==> src/rtl/trg_pkg.sv <==
// -----------------------------------------------------------------------------
// trg_pkg
//   Shared definitions for the trigger/ack sequencer and the Wishbone slave
//   register file: default widths, FSM state type and register offsets.
// -----------------------------------------------------------------------------
package trg_pkg;

   // Default geometry
   localparam int unsigned TRG_NCH    = 12;
   localparam int unsigned TRG_PLEN_W = 16;
   localparam int unsigned TRG_TO_W   = 24;

   // Sequencer FSM states
   typedef enum logic [1:0] {
      ST_IDLE     = 2'd0,
      ST_PULSE    = 2'd1,
      ST_WAIT_ACK = 2'd2,
      ST_FINISH   = 2'd3
   } trg_state_e;

   // Register-field byte offsets shared with WISHBONE_SLAVE
   localparam logic [7:0] REG_CMD_OFS      = 8'h00; // start strobe + channel mask
   localparam logic [7:0] REG_PULSE_LEN_OFS = 8'h04; // pulse length (cycles)
   localparam logic [7:0] REG_TIMEOUT_OFS  = 8'h08; // ack timeout (cycles)
   localparam logic [7:0] REG_STATUS_OFS   = 8'h0C; // busy/done, ack-seen, timed-out
   localparam logic [7:0] REG_ACK_LVL_OFS  = 8'h10; // synchronised ACK level

endpackage

==> src/rtl/ack_sync_edge.sv <==
// -----------------------------------------------------------------------------
// ack_sync_edge
//   Per-channel 2-FF synchroniser for the asynchronous ACK pins followed by a
//   rising-edge detector (one extra flop).
// Ports
//   clk_i    : clock
//   rst_ni   : synchronous active-low reset
//   ack_i    : raw asynchronous ACK pins
//   level_o  : synchronised ACK level
//   edge_o   : one-cycle pulse on a synchronised rising edge
// -----------------------------------------------------------------------------
module ack_sync_edge #(
   parameter int unsigned NCH = 12
) (
   input  logic           clk_i,
   input  logic           rst_ni,
   input  logic [NCH-1:0] ack_i,
   output logic [NCH-1:0] level_o,
   output logic [NCH-1:0] edge_o
);

   logic [NCH-1:0] meta_q;
   logic [NCH-1:0] sync_q;
   logic [NCH-1:0] prev_q;

   always_ff @(posedge clk_i) begin
      if (!rst_ni) begin
         meta_q <= '0;
         sync_q <= '0;
         prev_q <= '0;
      end else begin
         meta_q <= ack_i;
         sync_q <= meta_q;
         prev_q <= sync_q;
      end
   end

   assign level_o = sync_q;
   assign edge_o  = sync_q & ~prev_q;

endmodule

==> src/rtl/trg_ack_sequencer.sv <==
// -----------------------------------------------------------------------------
// trg_ack_sequencer
//   Fires a fixed-width trigger pulse on the selected TRG channels on a command
//   strobe, then waits (optionally with timeout) for each selected channel to
//   acknowledge and reports per-channel acked / timed-out status.
// Ports
//   BOARD_CLOCK : clock, rising edge
//   RST         : synchronous active-low reset
//   CMD_START_I : one-cycle start strobe
//   CMD_MASK_I  : channels to fire, sampled on start
//   PULSE_LEN_I : pulse width in cycles (0 treated as 1), sampled on start
//   TIMEOUT_I   : ack timeout in cycles after pulse end (0 = wait forever)
//   ACK_I       : raw asynchronous ACK pins
//   TRG_O       : registered trigger outputs
//   BUSY_O      : sequence in progress
//   DONE_O      : one-cycle completion strobe
//   ACK_SEEN_O  : masked channels that acked in the current/last sequence
//   TIMEOUT_O   : masked channels without ack at timeout
//   ACK_SYNC_O  : synchronised ACK level
// -----------------------------------------------------------------------------
module trg_ack_sequencer
   import trg_pkg::*;
#(
   parameter int unsigned NCH    = TRG_NCH,
   parameter int unsigned PLEN_W = TRG_PLEN_W,
   parameter int unsigned TO_W   = TRG_TO_W
) (
   input  logic              BOARD_CLOCK,
   input  logic              RST,
   input  logic              CMD_START_I,
   input  logic [NCH-1:0]    CMD_MASK_I,
   input  logic [PLEN_W-1:0] PULSE_LEN_I,
   input  logic [TO_W-1:0]   TIMEOUT_I,
   input  logic [NCH-1:0]    ACK_I,
   output logic [NCH-1:0]    TRG_O,
   output logic              BUSY_O,
   output logic              DONE_O,
   output logic [NCH-1:0]    ACK_SEEN_O,
   output logic [NCH-1:0]    TIMEOUT_O,
   output logic [NCH-1:0]    ACK_SYNC_O
);

   trg_state_e        state_q;
   logic [NCH-1:0]    mask_q;
   logic [TO_W-1:0]   to_cfg_q;
   logic [PLEN_W-1:0] pcnt_q;
   logic [TO_W-1:0]   timer_q;
   logic [NCH-1:0]    trg_q;
   logic              busy_q;
   logic              done_q;
   logic [NCH-1:0]    ack_seen_q;
   logic [NCH-1:0]    ack_seen_d;
   logic [NCH-1:0]    timeout_q;
   logic [NCH-1:0]    ack_edge;

   ack_sync_edge #(
      .NCH (NCH)
   ) u_ack_sync (
      .clk_i   (BOARD_CLOCK),
      .rst_ni  (RST),
      .ack_i   (ACK_I),
      .level_o (ACK_SYNC_O),
      .edge_o  (ack_edge)
   );

   // Sticky ack accumulation; only masked channels are recorded
   always_comb begin
      ack_seen_d = ack_seen_q | (ack_edge & mask_q);
   end

   always_ff @(posedge BOARD_CLOCK) begin
      if (!RST) begin
         state_q    <= ST_IDLE;
         mask_q     <= '0;
         to_cfg_q   <= '0;
         pcnt_q     <= '0;
         timer_q    <= '0;
         trg_q      <= '0;
         busy_q     <= 1'b0;
         done_q     <= 1'b0;
         ack_seen_q <= '0;
         timeout_q  <= '0;
      end else begin
         done_q <= 1'b0;
         unique case (state_q)
            ST_IDLE: begin
               if (CMD_START_I) begin
                  busy_q <= 1'b1;
                  if (CMD_MASK_I != '0) begin
                     mask_q     <= CMD_MASK_I;
                     to_cfg_q   <= TIMEOUT_I;
                     pcnt_q     <= (PULSE_LEN_I == '0) ? PLEN_W'(1) : PULSE_LEN_I;
                     trg_q      <= CMD_MASK_I;
                     ack_seen_q <= '0;
                     timeout_q  <= '0;
                     state_q    <= ST_PULSE;
                  end else begin
                     // Empty mask: nothing to fire, complete immediately
                     done_q  <= 1'b1;
                     state_q <= ST_FINISH;
                  end
               end
            end

            ST_PULSE: begin
               ack_seen_q <= ack_seen_d;
               // pcnt_q holds the remaining high cycles including the current one
               if (pcnt_q == PLEN_W'(1)) begin
                  trg_q   <= '0;
                  timer_q <= to_cfg_q;
                  state_q <= ST_WAIT_ACK;
               end else begin
                  pcnt_q <= pcnt_q - PLEN_W'(1);
               end
            end

            ST_WAIT_ACK: begin
               ack_seen_q <= ack_seen_d;
               // Completion is tested before expiry so a simultaneous ack wins
               if ((ack_seen_d & mask_q) == mask_q) begin
                  done_q  <= 1'b1;
                  state_q <= ST_FINISH;
               end else if (to_cfg_q != '0) begin
                  if (timer_q == TO_W'(1)) begin
                     timeout_q <= mask_q & ~ack_seen_d;
                     done_q    <= 1'b1;
                     state_q   <= ST_FINISH;
                  end else begin
                     timer_q <= timer_q - TO_W'(1);
                  end
               end
            end

            ST_FINISH: begin
               busy_q  <= 1'b0;
               state_q <= ST_IDLE;
            end

            default: state_q <= ST_IDLE;
         endcase
      end
   end

   assign TRG_O      = trg_q;
   assign BUSY_O     = busy_q;
   assign DONE_O     = done_q;
   assign ACK_SEEN_O = ack_seen_q;
   assign TIMEOUT_O  = timeout_q;

endmodule
==> config.mk <==
export PLATFORM = sky130hd
export DESIGN_NAME = trg_ack_sequencer
export DESIGN_NICKNAME = d
export VERILOG_FILES = /design/src/rtl/trg_pkg.sv /design/src/rtl/ack_sync_edge.sv /design/src/rtl/trg_ack_sequencer.sv
export SDC_FILE = /design/constraint.sdc
export NUM_CORES = 1
export LEC_CHECK = 0
export CORE_AREA = 4 4 122 124
export DETAILED_ROUTE_END_ITERATION = 10
export DIE_AREA = 0 0 126 128
export GPL_TIMING_DRIVEN = 1
export PLACE_DENSITY = 0.75
export REMOVE_ABC_BUFFERS = 1
export SETUP_SLACK_MARGIN = 0.4
export SLEW_MARGIN = 20
export SYNTH_ARGS = -nofsm -noshare
export SYNTH_HDL_FRONTEND = slang
export SYNTH_SLANG_ARGS = --single-unit
==> constraint.sdc <==
create_clock -name BOARD_CLOCK -period 2.9 [get_ports BOARD_CLOCK]
set_input_delay 0.87 -clock BOARD_CLOCK [delete_from_list [all_inputs] [get_ports BOARD_CLOCK]]
set_output_delay 0.87 -clock BOARD_CLOCK [all_outputs]
set_load 0.03 [all_outputs]
* After elaboration in Yosys (flattened, before gate mapping)
Cells that the tools add are included.
** Word-level totals
- Bits in registers :: 152
- Input bits :: 67
- Word-level logic and storage cells :: 92
** Cells by class
- Add/subtract/negate cells :: 2
- Eq/ne operators :: 16
- Muxes and demuxes :: 36
- Bitwise gates (word level) :: 7
- Reductions and logical operators :: 18
** Operators with widths (count)
- $mux W12 :: 8
- $mux W24 :: 4
- $pmux W12 S2 :: 3
- $mux W16 :: 4
- $and A12 B12 Y12 :: 4
- $pmux W24 S2 :: 1
- $pmux W16 S2 :: 1
- $eq A24 B1 Y1 const B :: 1
- $not A12 Y12 :: 2
- $reduce_bool A24 Y1 :: 1
- $sub A24 B1 Y24 const B :: 1
- $eq A16 B1 Y1 const B :: 1
- $logic_not A16 Y1 :: 1
- $ne A2 B2 Y1 const B :: 8
- $sub A16 B1 Y16 const B :: 1
- $eq A12 B12 Y1 :: 1
- $mux W2 :: 6
- $or A12 B12 Y12 :: 1
- $reduce_and A4 Y1 :: 3
- $reduce_bool A12 Y1 :: 1
- $reduce_bool A2 Y1 :: 5
- $pmux W2 S4 :: 1
- $mux W1 :: 6
- $ne A3 B3 Y1 const B :: 2
- other kinds (9) :: 12

* Depth between registers and ports, before layout
Gate-level depths: netlist of the first run.
- Depth after elaboration :: 10
- Mapped depth :: 11

* Modules after synthesis
From an unflattened synthesis of the first run, not the netlist that was laid out.
** Unflattened totals
- Cell total of the unflattened synthesis :: 830
- Area total of the unflattened synthesis :: 6764.0 µm²
** By module, submodules not included
- trg_ack_sequencer :: times used 1, cells each 743, area an instance 5715.5 µm²
- ack_sync_edge :: times used 1, cells each 87, area an instance 1048.5 µm²

* Worst setup path before layout of the first run
OpenSTA, ideal clock, no wires.
- Path type :: input-to-reg
- Start point :: in CMD_MASK_I[2]
- End point :: reg to_cfg_q[4]
- Arrival time :: 2.431 ns
- Setup slack :: 0.398 ns
- Stages on the path :: 8
- Buffers on the path :: 3
- Cells stage by stage :: nor4_1 and3_1 or2_2 clkbuf_1 clkbuf_1 buf_1 nand2_1 a21oi_1
** On the way
- Word-level cells in the longest chain between the ends :: 2
** Ends and longest elaborated chain
- start, declared :: line trg_ack_sequencer.sv:31 : input logic [NCH-1:0] CMD_MASK_I,
- $reduce_bool A12 Y1 :: line trg_ack_sequencer.sv:89 : if (CMD_MASK_I != '0) begin
- $reduce_and A3 Y1 (no line)
- end signal, assigned :: line trg_ack_sequencer.sv:75 : to_cfg_q <= '0;
- end signal, assigned :: line trg_ack_sequencer.sv:91 : to_cfg_q <= TIMEOUT_I;
- end, declared :: line trg_ack_sequencer.sv:45 : logic [TO_W-1:0] to_cfg_q;
Every way passes these cells.
A chain may end at the register's enable or synchronous reset.

* Worst setup path after layout of the first run
- Start point :: in CMD_MASK_I[7]
- End point :: reg ack_seen_q[7] (netlist: ACK_SEEN_O[7])
** On the way
- Word-level cells in the longest chain between the ends :: 3
** Ends and longest elaborated chain
- $reduce_bool A12 Y1 :: line trg_ack_sequencer.sv:89
- $ne A2 B2 Y1 (no line)
- $reduce_and A3 Y1 (no line)
- end signal, assigned :: line trg_ack_sequencer.sv:106 : ack_seen_q <= ack_seen_d;
- end signal, assigned :: line trg_ack_sequencer.sv:118 : ack_seen_q <= ack_seen_d;
- end, declared :: line trg_ack_sequencer.sv:51 : logic [NCH-1:0] ack_seen_q;
Every way passes these cells.

==> out/results.tsv, run 1 <==
metric	value	unit
maxClockFrequency	405.5	MHz
cts_tree	yes	
dpl.hpwl	12670	um
synth_top_area_frac	0.4487	
worst_setup_path_start_kind	input pin	
fin_nets	1022	
worstMarginPinSlew	674.0	ps
drc	0	
cellPowerDensity	982.1	nW/um2
hp-class	reg -> reg	
final_area	9081	um2
grt_pass1_wl	30170	um
seq_area_frac_synth	0.4487	
port_buffers	116	
die_area	16130	um2
dp.cells	1102	
async_flop_share	0	
pwr-share-seq	0.304	
yosys-top-cells-count	dfxtp_1, nand2_1, nor2_1	
p_leak	3.461	nW
intPower	0.005330	W
power_switching_share	0.4024	
core_area	13770	um2
final_cells	1140	
place_area	8358	um2
routed_via_density	5.683	
synthTopCellsByArea	dfxtp_1, nand2_1, a21oi_1, nor2_1, and2_1	
combPwrFrac	0.452	
cts.sinks	152	
relSlewSlack	0.5500	
yosys_warnings	0	
yosysMostFrequentCell	dfxtp_1	
switching_power	0.003589	W
maxCapViolations	0	
wire_per_inst	16.13	um
slew_viol_final	0	
vias	6479	
grt_overflow_total	0	
cts_hold_buf	0	
grt_max_degree	95	
finClkSkew	7.546	ps
ys_seq_elements	152	
hold_viol_final	0	
cts_buffers	17	
status	complete, no violations	
drive_gt1_frac	0.1271	
place_ws	-275.8	ps
peakVddDrop	0.0006274	V
place_congestion	0.8461	
diodes	0	
path_max_fanout	16	
num_rows	43	
path_clk_slew	70	ps
layout_worst_path_cycle_share	0.8504	
crit_arrival	2830	ps
clkPwrFrac	0.244	
final_antenna_net_count	0	
root_buffer	clkbuf_16	
synth_area	6782	um2
drt_iter0_drc	401	
cts.htree.levels	4	
synth-edff-count	0	
path_class	in -> reg	
antenna_found_initial	0	
setup_slack	433.9	ps
syn_inst	812	
setup_tns	0	ps
rsz0062_at_grt	yes	
die_h	128	um
cp.required	3270	ps
start_util	0.4924	
ios	117	
first_pass_iters	4	
clockBufferDepth	2	
clock_latency	430	ps
period_needed	2466	ps
die_x	126	um
ys.flop_type	dfxtp_1	
avgSynthCellArea	8.352	um2
synth_top_cell_by_area	dfxtp_1	
routed_wl	18380	um
setup_viol	0	
critPathCaptureType	flop	
synth_cell_types	62	
grt_usage	0.2288	
grt_pass1_vias	6107	
areaGrowthSynthToFinish	33.91	%
## critical path: stages
cell and delay, ps:
clkdlybuf4s50_1 450, nor4_2 380, and3_1 220, or2_2 140, buf_4 130, buf_4 200
o21ai_0 100, buf_4 210, nor2_1 120
## cell usage in the layout (no fill, tap or decap), types with 8 or more instances in the layout
cell type / netlist / final
and2_1: 36 / 36
dfxtp_1: 152 / 151
nor2_1: 66 / 65
or3_1: 11 / 11
nor4_1: 25 / 21
o2bb2ai_1: 13 / 13
buf_4: 1 / 50
o32ai_1: 10 / 10
a22oi_1: 13 / 13
o21ai_0: 30 / 30
nor3_1: 20 / 20
clkbuf_16: 0 / 17
clkdlybuf4s50_1: 0 / 115
o211ai_1: 12 / 12
mux2i_1: 13 / 13
nand2_1: 119 / 119
nor2b_1: 17 / 16
inv_1: 24 / 22
a21oi_1: 57 / 57
a31oi_1: 14 / 13
nand4_1: 8 / 8
## sequential cells by signal, indices dropped and copies added (netlist names)
signal and flops:
TIMEOUT_O 12, mask_q 12, pcnt_q 16, timer_q 24, u_ack_sync.level_o 12, ACK_SEEN_O 12
TRG_O 12, BUSY_O 1, u_ack_sync.meta_q 12, state_q 2, DONE_O 1, to_cfg_q 24
u_ack_sync.prev_q 12
## cell type report
class,count,area [um2]
fill,1213,4692
multi-input combinational,581,3518
sequential,152,3044
timing repair buffer,170,1612
clock buffer,17,425.4
tap,180,225.2
clock inverter,15,162.7
inverter,25,93.84
## logic make-up after synthesis
logic type / share of synthesized area
compound gates: 0.2105
flops: 0.4487
xor+xnor: 0.006457
fa+ha+maj: 0.01476
mux: 0.02085
simple gates: 0.2509
buf+inv: 0.04779
## final timing paths
check	from	endpoint	slack, ps	cells after the start
worst max-delay path	CMD_MASK_I[7]	ACK_SEEN_O[7]	430	9
worst min-delay path	u_ack_sync.meta_q[1]	u_ack_sync.level_o[1]	430	1
worst min register to register	u_ack_sync.meta_q[1]	u_ack_sync.level_o[1]	430	1
worst max register to register	timer_q[0]	timer_q[22]	510	8
## per-layer routing
layer / routed length [um] / vias to the layer above / GRT usage
met1: 8439 / 3067 / 0.3107
met4: 380 / 0 / 0.08202
met5: 0 / - / 0
li1: - / 3189 / -
met3: 1085 / 32 / 0.05792
met2: 8478 / 191 / 0.3549
## per-stage QoR
step           hold slack [ps]    util  total power (W)
2_1_floorplan            411.8       -         0.005250
3_3_place_gp             413.2  0.6068         0.006515
3_5_place_dp             418.3  0.6068         0.006579
4_1_cts                  436.3  0.6544         0.008824
5_1_grt                  444.0  0.6593         0.009520
6_report                 434.5  0.6593         0.008919
## power by group through the flow
stage	combinational [W]	sequential, W	clock [W]
6_report	0.00403	0.00271	0.00218
5_1_grt	0.00445	0.00275	0.00232
4_1_cts	0.00392	0.00269	0.00221
3_5_place_dp	0.00385	0.00273	0
3_3_place_gp	0.00379	0.00273	0
2_1_floorplan	0.00251	0.00274	0
## repair_timing
item | in CTS | in global routing
endpoints found under the setup margin | 85 | 58
buffers inserted | 3 | 3
resized for setup | 8 | 10
pin swaps | 1 | 3
Note: power is estimated with default switching activity, not from simulation.
==> run 2: changes to the inputs <==
CORE_AREA = 4 4 136 112   (was 4 4 122 124)
DIE_AREA = 0 0 140 116   (was 0 0 126 128)
==> out/results.tsv, run 2 (synthesis gave the netlist of run 1 again) <==
metric	value	unit
slew_viol_final	0	
die_h	116	um
period_needed	2473	ps
final_antenna_net_count	0	
layout_worst_path_cycle_share	0.8527	
crit_arrival	2800	ps
reg2reg_from	u_ack_sync.level_o[7]	
worstMarginPinSlew	731.6	ps
dp.cells	1099	
grt_overflow_total	0	
dpl.hpwl	12830	um
relSlewSlack	0.5116	
p_leak	3.449	nW
fin_nets	1013	
grt_pass1_vias	5947	
worst_setup_path_start_kind	input pin	
mostFrequentLayoutCell	dfxtp_1	
diodes	0	
areaGrowthSynthToFinish	33.15	%
clockBufferDepth	2	
pwr-share-seq	0.308	
port_buffers	116	
clock_latency	430	ps
combPwrFrac	0.451	
cts_hold_buf	0	
place_congestion	0.8765	
final_cell_mix	dfxtp_1, nand2_1, clkdlybuf4s50_1, nor2_1, a21oi_1	
worst-path-buf-inv	3	
num_rows	39	
wire_per_inst	16.42	um
core_area	13960	um2
finClkSkew	10.48	ps
critPathCaptureType	flop	
drc	0	
path_max_fanout	12	
intPower	0.005208	W
maxCapViolations	0	
crit_chain	clkdlybuf4s50_1 > nor4_4 > and3_1 > or2_4 > buf_8 > nand2_1 > buf_12 > a41oi_1 > nor2_1	
switching_power	0.003601	W
slowest_delay	490	ps
final_cells	1135	
setup_viol	0	
power_switching_share	0.4088	
maxClockFrequency	404.4	MHz
rsz0062_at_grt	yes	
cts_tree	yes	
peakVddDrop	0.0007431	V
path_clk_slew	70	ps
cts.sinks	152	
drt_iter0_drc	474	
start_util	0.4859	
reg2reg_slack	530	ps
cp.required	3230	ps
hp-class	reg -> reg	
routed_via_density	5.609	
hold_viol_final	0	
top_regs	timer_q: 24 flops, to_cfg_q: 24 flops, pcnt_q: 16 flops	
root_buffer	clkbuf_16	
path_class	in -> reg	
clkPwrFrac	0.242	
startpoint	CMD_MASK_I[2]	
cellPowerDensity	975.5	nW/um2
drive_gt1_frac	0.1157	
grt_usage	0.2257	
routed_wl	18630	um
cp_slowest_cell	clkdlybuf4s50_1	
critPathTopFamily	simple AND/OR/NAND/NOR gates	
die_area	16240	um2
vias	6366	
grt_max_degree	95	
ios	117	
hp-start	u_ack_sync.meta_q[10]	
grt_pass1_wl	29770	um
antenna_found_initial	0	
cts.htree.levels	4	
first_pass_iters	5	
post-route-util	0.6470	
cts_buffers	17	
die_x	140	um
status	complete, no violations	
run 2: cell types whose count changed in the layout (fill, tap and decap cells not counted), sizes merged:
cell	change
buf	-9
clkinv	-6
clkdlybuf4s50	-4
dlymetal6s2s	+4
inv	+4
clkinvlp	+2
bufinv	-1
clkbuf	+1
run 2: timing repair:
item / CTS / global route
endpoints found under the setup margin: 81 / 64
setup buffers: 0 / 3
pin swaps: 1 / 5
gates resized for setup: 8 / 21
cloned: 0 / 1
run 2: area by class of cell:
| type | count | area (um2) |
|---|---|---|
| Tap cell | 184 | 230.2 |
| Multi-Input combinational cell | 581 | 3518 |
| Clock inverter | 14 | 127.6 |
| Inverter | 25 | 93.84 |
| Timing Repair Buffer | 161 | 1578 |
| Clock buffer | 18 | 439.2 |
| Fill cell | 1178 | 4926 |
| Sequential cell | 152 | 3043 |
run 2: per-stage QoR:
stage               area [um2]  hold WS (ps)  power, W  setup slack [ps]  setup TNS [ps]
CTS                       8936         433.7  0.008700             359.4               0
global placement          8323         413.0  0.006482            -183.1           -3966
floorplan                 6551         411.8  0.005250             -1414          -56550
detailed placement        8323         418.4  0.006532            -274.5           -9731
finish                    9030         431.4  0.008809             427.3               0
global route              9030         442.3  0.009350             326.3               0
run 2: final timing paths:
kind                                 end  cells after the start
setup / recovery          ACK_SEEN_O[10]                      9
hold / removal    u_ack_sync.level_o[10]                      1
setup reg to reg             timer_q[14]                      7
hold reg to reg   u_ack_sync.level_o[10]                      1
run 2: per-layer routing:
metal,routed length [um],vias up,GRT usage,part of all wire
met2,8441,204,0.3480,0.45
met3,1079,16,0.04868,0.058
li1,-,3165,-,-
met5,0,-,0,0
met1,8969,2981,0.3201,0.48
met4,144,0,0.06779,0.0077
run 2: power by group through the flow:
stage                     Sequential [W]  Clock (W)  Combinational [W]
final                            0.00271    0.00213            0.00397
after global routing             0.00275    0.00223            0.00437
after CTS                        0.00269    0.00215            0.00386
after detailed placement         0.00273          0            0.00380
after global placement           0.00273          0            0.00375
after floorplan                  0.00274          0            0.00251
